File: config.mk
export PLATFORM = sky130hd
export DESIGN_NAME = ifu_fetch_ctrl
export DESIGN_NICKNAME = d
export VERILOG_FILES = /design/src/rtl/ifu_fetch_ctrl.sv
export SDC_FILE = /design/constraint.sdc
export NUM_CORES = 1
export LEC_CHECK = 0
export BUFFER_PORTS_ARGS = -buffer_cell sky130_fd_sc_hd__buf_2
export CORE_ASPECT_RATIO = 1.75
export CORE_MARGIN = 2
export CORE_UTILIZATION = 45
export CTS_BUF_LIST = sky130_fd_sc_hd__clkbuf_4 sky130_fd_sc_hd__clkbuf_8
export DETAILED_ROUTE_END_ITERATION = 6
export PLACE_DENSITY = 0.73
export SKIP_LAST_GASP = 1
export SLEW_MARGIN = 20
export SYNTH_ARGS = -nofsm -noshare
export SYNTH_HDL_FRONTEND = slang
export SYNTH_SLANG_ARGS = --single-unit
File: constraint.sdc
create_clock -name clk -period 12.9 [get_ports clk]
set_input_delay 2.58 -clock clk [delete_from_list [all_inputs] [get_ports clk]]
set_output_delay 2.58 -clock clk [all_outputs]
set_load 0.03 [all_outputs]
File: src/rtl/ifu_fetch_ctrl.sv
`default_nettype none
`ifndef INST_ADDR_WIDTH
`define INST_ADDR_WIDTH 32
`endif
`ifndef INST_DATA_WIDTH
`define INST_DATA_WIDTH 32
`endif
// +--------------------------------------------------------------------------+
// | ifu_fetch_ctrl : credit-limited AXI instruction fetcher with jump flush  |
// | Optional IFU_FETCH_ERR_EN adds fetch_err_o from the response rresp.      |
// | Revision: 1.0                                                            |
// +--------------------------------------------------------------------------+
module ifu_fetch_ctrl #(
  parameter int                          OUTSTANDING_MAX = 2,
  parameter logic [`INST_ADDR_WIDTH-1:0] PC_RESET        = 32'h8000_0000
) (
  input  logic                        clk,
  input  logic                        rst,
  input  logic                        jump_flag_i,
  input  logic [`INST_ADDR_WIDTH-1:0] jump_addr_i,
  input  logic                        stall_i,
  output logic [`INST_ADDR_WIDTH-1:0] axi_araddr_o,
  output logic                        axi_arvalid_o,
  input  logic                        axi_arready_i,
  input  logic [`INST_DATA_WIDTH-1:0] axi_rdata_i,
  input  logic [1:0]                  axi_rresp_i,
  input  logic                        axi_rvalid_i,
  output logic                        axi_rready_o,
  output logic [`INST_DATA_WIDTH-1:0] inst_o,
  output logic [`INST_ADDR_WIDTH-1:0] inst_addr_o,
  output logic                        inst_valid_o,
  output logic [`INST_ADDR_WIDTH-1:0] pc_o
`ifdef IFU_FETCH_ERR_EN
  ,
  output logic                        fetch_err_o
`endif
);

  localparam int c_AW = `INST_ADDR_WIDTH;
  localparam int c_DW = `INST_DATA_WIDTH;
  localparam int c_CW = $clog2(OUTSTANDING_MAX + 1);
  localparam int c_IW = (OUTSTANDING_MAX > 1) ? $clog2(OUTSTANDING_MAX) : 1;
  localparam int c_SW = c_CW + 2;

  typedef enum logic [1:0] {
    S_IDLE  = 2'd0,
    S_FETCH = 2'd1,
    S_DRAIN = 2'd2
  } state_t;

  state_t            r_state, w_state_nxt;
  logic [c_AW-1:0]   r_pc;
  logic              r_rready;
  logic              r_ar_pend, r_ar_stale;
  logic [c_AW-1:0]   r_ar_addr;
  logic [c_CW-1:0]   r_out, r_stale, r_fcnt;
  logic [c_IW-1:0]   r_qwr, r_qrd, r_fwr, r_frd;
  logic [c_AW-1:0]   r_q_addr [OUTSTANDING_MAX];
  logic [c_AW-1:0]   r_f_addr [OUTSTANDING_MAX];
  logic [c_DW-1:0]   r_f_data [OUTSTANDING_MAX];
`ifdef IFU_FETCH_ERR_EN
  logic [1:0]        r_f_resp [OUTSTANDING_MAX];
`else
  logic              w_unused_rresp;
  assign w_unused_rresp = ^axi_rresp_i;
`endif

  logic [c_SW-1:0]   w_used;
  logic              w_credit, w_arvalid, w_ar_hs, w_ar_stale;
  logic [c_AW-1:0]   w_araddr;
  logic              w_r_hs, w_r_stale, w_r_live, w_push, w_pop, w_valid, w_q_push;
  logic              w_pend_nxt, w_pend_stale_nxt;
  logic [c_CW-1:0]   w_out_nxt, w_stale_nxt;

  function automatic logic [c_IW-1:0] f_inc(input logic [c_IW-1:0] p);
    return (p == c_IW'(OUTSTANDING_MAX - 1)) ? '0 : p + c_IW'(1);
  endfunction

  // Stale requests count against credit too, so a response can never overrun the FIFO.
  assign w_used     = c_SW'(r_out) + c_SW'(r_stale) + c_SW'(r_fcnt);
  assign w_credit   = w_used < c_SW'(OUTSTANDING_MAX);
  assign w_arvalid  = r_ar_pend | ((r_state == S_FETCH) & w_credit);
  assign w_araddr   = r_ar_pend ? r_ar_addr : r_pc;
  assign w_ar_hs    = w_arvalid & axi_arready_i;
  assign w_ar_stale = r_ar_pend & r_ar_stale;
  assign w_q_push   = w_ar_hs & ~w_ar_stale & ~jump_flag_i;

  // Responses are in order and stale requests are always older than live ones.
  assign w_r_hs    = axi_rvalid_i & r_rready;
  assign w_r_stale = w_r_hs & (r_stale != '0);
  assign w_r_live  = w_r_hs & (r_stale == '0) & (r_out != '0);
  assign w_push    = w_r_live & ~jump_flag_i;
  assign w_valid   = (r_fcnt != '0);
  assign w_pop     = w_valid & ~stall_i & ~jump_flag_i;

  assign w_pend_nxt       = w_arvalid & ~axi_arready_i;
  assign w_pend_stale_nxt = w_pend_nxt & (w_ar_stale | jump_flag_i);

  always_comb begin
    w_out_nxt   = r_out;
    w_stale_nxt = r_stale;
    if (jump_flag_i) begin
      w_out_nxt   = '0;
      w_stale_nxt = r_stale + r_out + c_CW'(w_ar_hs) - c_CW'(w_r_stale | w_r_live);
    end else begin
      w_out_nxt   = r_out + c_CW'(w_q_push) - c_CW'(w_r_live);
      w_stale_nxt = r_stale + c_CW'(w_ar_hs & w_ar_stale) - c_CW'(w_r_stale);
    end
  end

  always_comb begin
    w_state_nxt = r_state;
    case (r_state)
      S_IDLE:  w_state_nxt = S_FETCH;
      S_FETCH: if (jump_flag_i && ((w_stale_nxt != '0) || w_pend_stale_nxt))
                 w_state_nxt = S_DRAIN;
      S_DRAIN: if (!jump_flag_i && (w_stale_nxt == '0) && !w_pend_stale_nxt)
                 w_state_nxt = S_FETCH;
      default: w_state_nxt = S_IDLE;
    endcase
  end

  always_ff @(posedge clk) begin
    if (rst) r_state <= S_IDLE;
    else     r_state <= w_state_nxt;
  end

  always_ff @(posedge clk) begin
    if (rst) begin
      r_pc       <= PC_RESET;
      r_rready   <= 1'b0;
      r_ar_pend  <= 1'b0;
      r_ar_stale <= 1'b0;
      r_ar_addr  <= '0;
      r_out      <= '0;
      r_stale    <= '0;
      r_fcnt     <= '0;
      r_qwr      <= '0;
      r_qrd      <= '0;
      r_fwr      <= '0;
      r_frd      <= '0;
      for (int i = 0; i < OUTSTANDING_MAX; i++) begin
        r_f_addr[i] <= '0;
        r_f_data[i] <= '0;
`ifdef IFU_FETCH_ERR_EN
        r_f_resp[i] <= '0;
`endif
      end
    end else begin
      r_rready   <= 1'b1;
      r_out      <= w_out_nxt;
      r_stale    <= w_stale_nxt;
      r_ar_pend  <= w_pend_nxt;
      r_ar_stale <= w_pend_stale_nxt;
      // Capture the address once so it stays stable across a redirect.
      if (w_pend_nxt && !r_ar_pend)
        r_ar_addr <= r_pc;

      if (jump_flag_i)
        r_pc <= jump_addr_i;
      else if (w_q_push)
        r_pc <= r_pc + c_AW'(4);

      if (jump_flag_i) begin
        r_qwr  <= '0;
        r_qrd  <= '0;
        r_fwr  <= '0;
        r_frd  <= '0;
        r_fcnt <= '0;
      end else begin
        if (w_q_push) begin
          r_q_addr[r_qwr] <= w_araddr;
          r_qwr           <= f_inc(r_qwr);
        end
        if (w_r_live)
          r_qrd <= f_inc(r_qrd);
        if (w_push) begin
          r_f_addr[r_fwr] <= r_q_addr[r_qrd];
          r_f_data[r_fwr] <= axi_rdata_i;
`ifdef IFU_FETCH_ERR_EN
          r_f_resp[r_fwr] <= axi_rresp_i;
`endif
          r_fwr <= f_inc(r_fwr);
        end
        if (w_pop)
          r_frd <= f_inc(r_frd);
        r_fcnt <= r_fcnt + c_CW'(w_push) - c_CW'(w_pop);
      end
    end
  end

  assign axi_arvalid_o = w_arvalid;
  assign axi_araddr_o  = w_araddr;
  assign axi_rready_o  = r_rready;
  assign inst_valid_o  = w_valid;
  assign inst_o        = r_f_data[r_frd];
  assign inst_addr_o   = r_f_addr[r_frd];
  assign pc_o          = r_pc;
`ifdef IFU_FETCH_ERR_EN
  assign fetch_err_o   = w_valid & (r_f_resp[r_frd] != 2'b00);
`endif

endmodule
`default_nettype wire

==> qor.txt <==
Area occupied by registers: 7390 um^2
H-tree depth: 2
Routed Antenna Nets: 0
HPWL after DPL: 17800 um
# IOs: 203
Seq/Total Area, Yosys: 62.9%
Initial Util: 45.6%
Most common cell after layout, fill and taps aside: buf_2
Pwr/cell area: 141 nW/um^2
Result of the run: finished clean
Die H: 218 um
Area grow syn2layout: 17.4%
Top_reg_cell synth: edfxtp_1
RSZ-0062 raised after global routing: false
Fin. Hold Viols: 0
Worst EP required: 10.32 ns
Final Skew: 0.0210 ns
CTS tree: yes
Post-route insts no fill: 1490
Synth cell types: 45
Vias in the first global route: 7838
Initial antenna violation count: 1
Ys async rst share: 0%
Number of synthesized register bits: 273
Relative slew margins: 31.7%
GP Congestion: 0.843
Syn_area_per_cell: 12.4 um^2
P_leak: 5.31 nW
Post-CTS setup buffer count: 0
Final period utilization: 41.4%
Placed cell count: 1417
Fmax achieved: 187 MHz
Critical setup path kind: reg2out
Share of layout cells above drive strength 1: 32.8%
GR Util All Layers: 18.9%
Initial DRC count: 387
Mapped cell area: 11800 um^2
Routed vias/inst: 5.30
Sw frac: 27.6%
Net Count, Synth: 1031
Hold/Removal Path Class: reg2reg
Via count: 7891
Worst Tran Pin Value: 1.02 ns
Syn Inst Count: 946
FP Rows: 78
Pins Over Slew Limit: 0
Crit path DAT: 2.76 ns
Max-Cap Viols: 0
Worst-path fanout max: 5
Reg2reg setup slack: 9.43 ns
Post-cts hold buffer count: 0
Multi-input gate area: 4120 um^2
Leading area contributor after synthesis: edfxtp_1
Ys Warns: 0
Chip Width: 126 um
Core Box Area: 25800 um^2
Layout Nets: 1224
Worst-case clock buffer depth: 3
Cells taking the most area after synthesis: edfxtp_1 49%, dfxtp_1 14%, mux2_2 9.3%, and2_1 3.7%, nor2_1 3.2%
Post-cts resize count: 0
P_sw: 0.000539 W
Post-synth EDFFs: 192
Wirelength per Cell: 17.7 um
DRC Markers: 0
Final-layout fill cell count: 2282
First-pass GRT wire length: 41200 um
Combinational cell fraction of total power: 14.2%
CTS root buf: clkbuf_8
Total CTS buffers: 40
CP Launch Type: flop
Fin Setup TNS: 0 ns
Fin crit period: 5.34 ns
Final WL: 26400 um
Setup crit end kind: output port
Number of port buffers: 200
Final setup viols: 0
Maximum VDD drop: 0.101 mV
Die Area: 27500 um^2
Initial DRT Pass Iterations: 5
Clock Power Share: 33.8%
Clk pin slew, worst setup/hold paths: 0.06 ns
CTS sink count: 273
Internal: 0.00141 W
Most frequent cells in the layout: 200 x buf_2, 192 x edfxtp_1, 98 x nor2_1
Skew-Pair Late Insertion Delay: 0.56 ns
Reg power frac: 52.0%
Total Power: 0.00195 W
Area fraction of the dominant cell type after synthesis: 49.1%
Gr ovfl total: 0
Largest net degree at the start of global routing: 66
final cells by class:
cell class,count,area share (%)
Antenna cell,1,0.0181
Clock buffer,55,4.85
Clock inverter,17,0.571
Inverter,13,0.354
Multi-Input combinational cell,600,29.9
Sequential cell,273,53.6
Tap cell,320,2.90
Timing Repair Buffer,211,7.85
registers in the layout, summed over array words and instances (netlist names), named ones only:
register,cells
axi_rready_o,1
pc_o,32
r_ar_addr,32
r_ar_pend,1
r_ar_stale,1
r_f_addr,64
r_f_data,64
r_fcnt,2
r_frd,1
r_fwr,1
r_out,2
r_q_addr,64
r_qrd,1
r_qwr,1
r_stale,2
r_state,2
power by group through the flow:
stage               sequential, W  combinational (W)  clock, W
floorplan                 0.00103           0.000186         0
global placement          0.00103           0.000272         0
detailed placement        0.00103           0.000276         0
CTS                       0.00101           0.000278  0.000674
global route              0.00102           0.000300  0.000710
finish                    0.00101           0.000277  0.000658
Yosys cell counts, drive strengths merged (3+ instances only):
master and instances:
o21ai 16, inv 12, nor3b 4, xnor2 27, nand4 11, mux2 97
and4 5, clkbuf 49, mux2i 36, a311oi 5, and2 70, ha 11
and3 4, a211oi 14, o22ai 3, a21oi 44, dfxtp 81, nor4 6
nand3 14, buf 11, nor3 9, nor2 99, xor2 9, edfxtp 192
or3 6, nand2 89
per-layer routing:
layer	vias to the layer above	share of wire (%)	global-route usage, %
li1	3761	-	-
met1	3825	37	21.1
met2	250	54	35.2
met3	55	5.4	3.12
met4	0	3.1	7.84
met5	-	0	0
worst paths after layout:
path                startpoint  depth (start not counted)             to
hold / removal    r_ar_addr[2]                          2   r_ar_addr[2]
setup reg to reg      r_out[1]                          9       pc_o[26]
setup / recovery      r_out[1]                          8  axi_arvalid_o
hold reg to reg   r_ar_addr[2]                          2   r_ar_addr[2]
logic make-up (layout without fill, tap and decap cells):
logic type / count (synthesis) / count (layout) / share of synthesized area (%)
XOR/XNOR: 36 / 36 / 2.68
multiplexers: 133 / 133 / 12.4
buffers and inverters: 73 / 296 / 2.42
flip-flops: 273 / 273 / 62.9
adder cells (fa/ha/maj): 13 / 13 / 1.51
AO/OA/AOI/OAI: 91 / 91 / 4.57
AND/OR/NAND/NOR: 327 / 327 / 13.6
other: 0 / 1 / 0
through the flow:
stage	worst slack [ns]	instance area [um^2]	hold slack [ns]	util, %
after CTS	7.58	13800	0.454	53.5
after global placement	7.26	13000	0.438	50.6
after detailed placement	7.63	13000	0.445	50.6
final	7.56	13800	0.452	53.5
after floorplan	4.54	11800	0.433	-
after global routing	7.41	13800	0.478	53.5
critical path, cell delays in order (launching register included):
cell     delay (ns)
dfxtp_1        0.40
inv_1          0.11
fa_1           0.54
inv_1          0.04
ha_1           0.19
nor3b_2        0.37
a21oi_1        0.25
inv_1          0.10
buf_2          0.19
(Power assumes the default switching activity.)
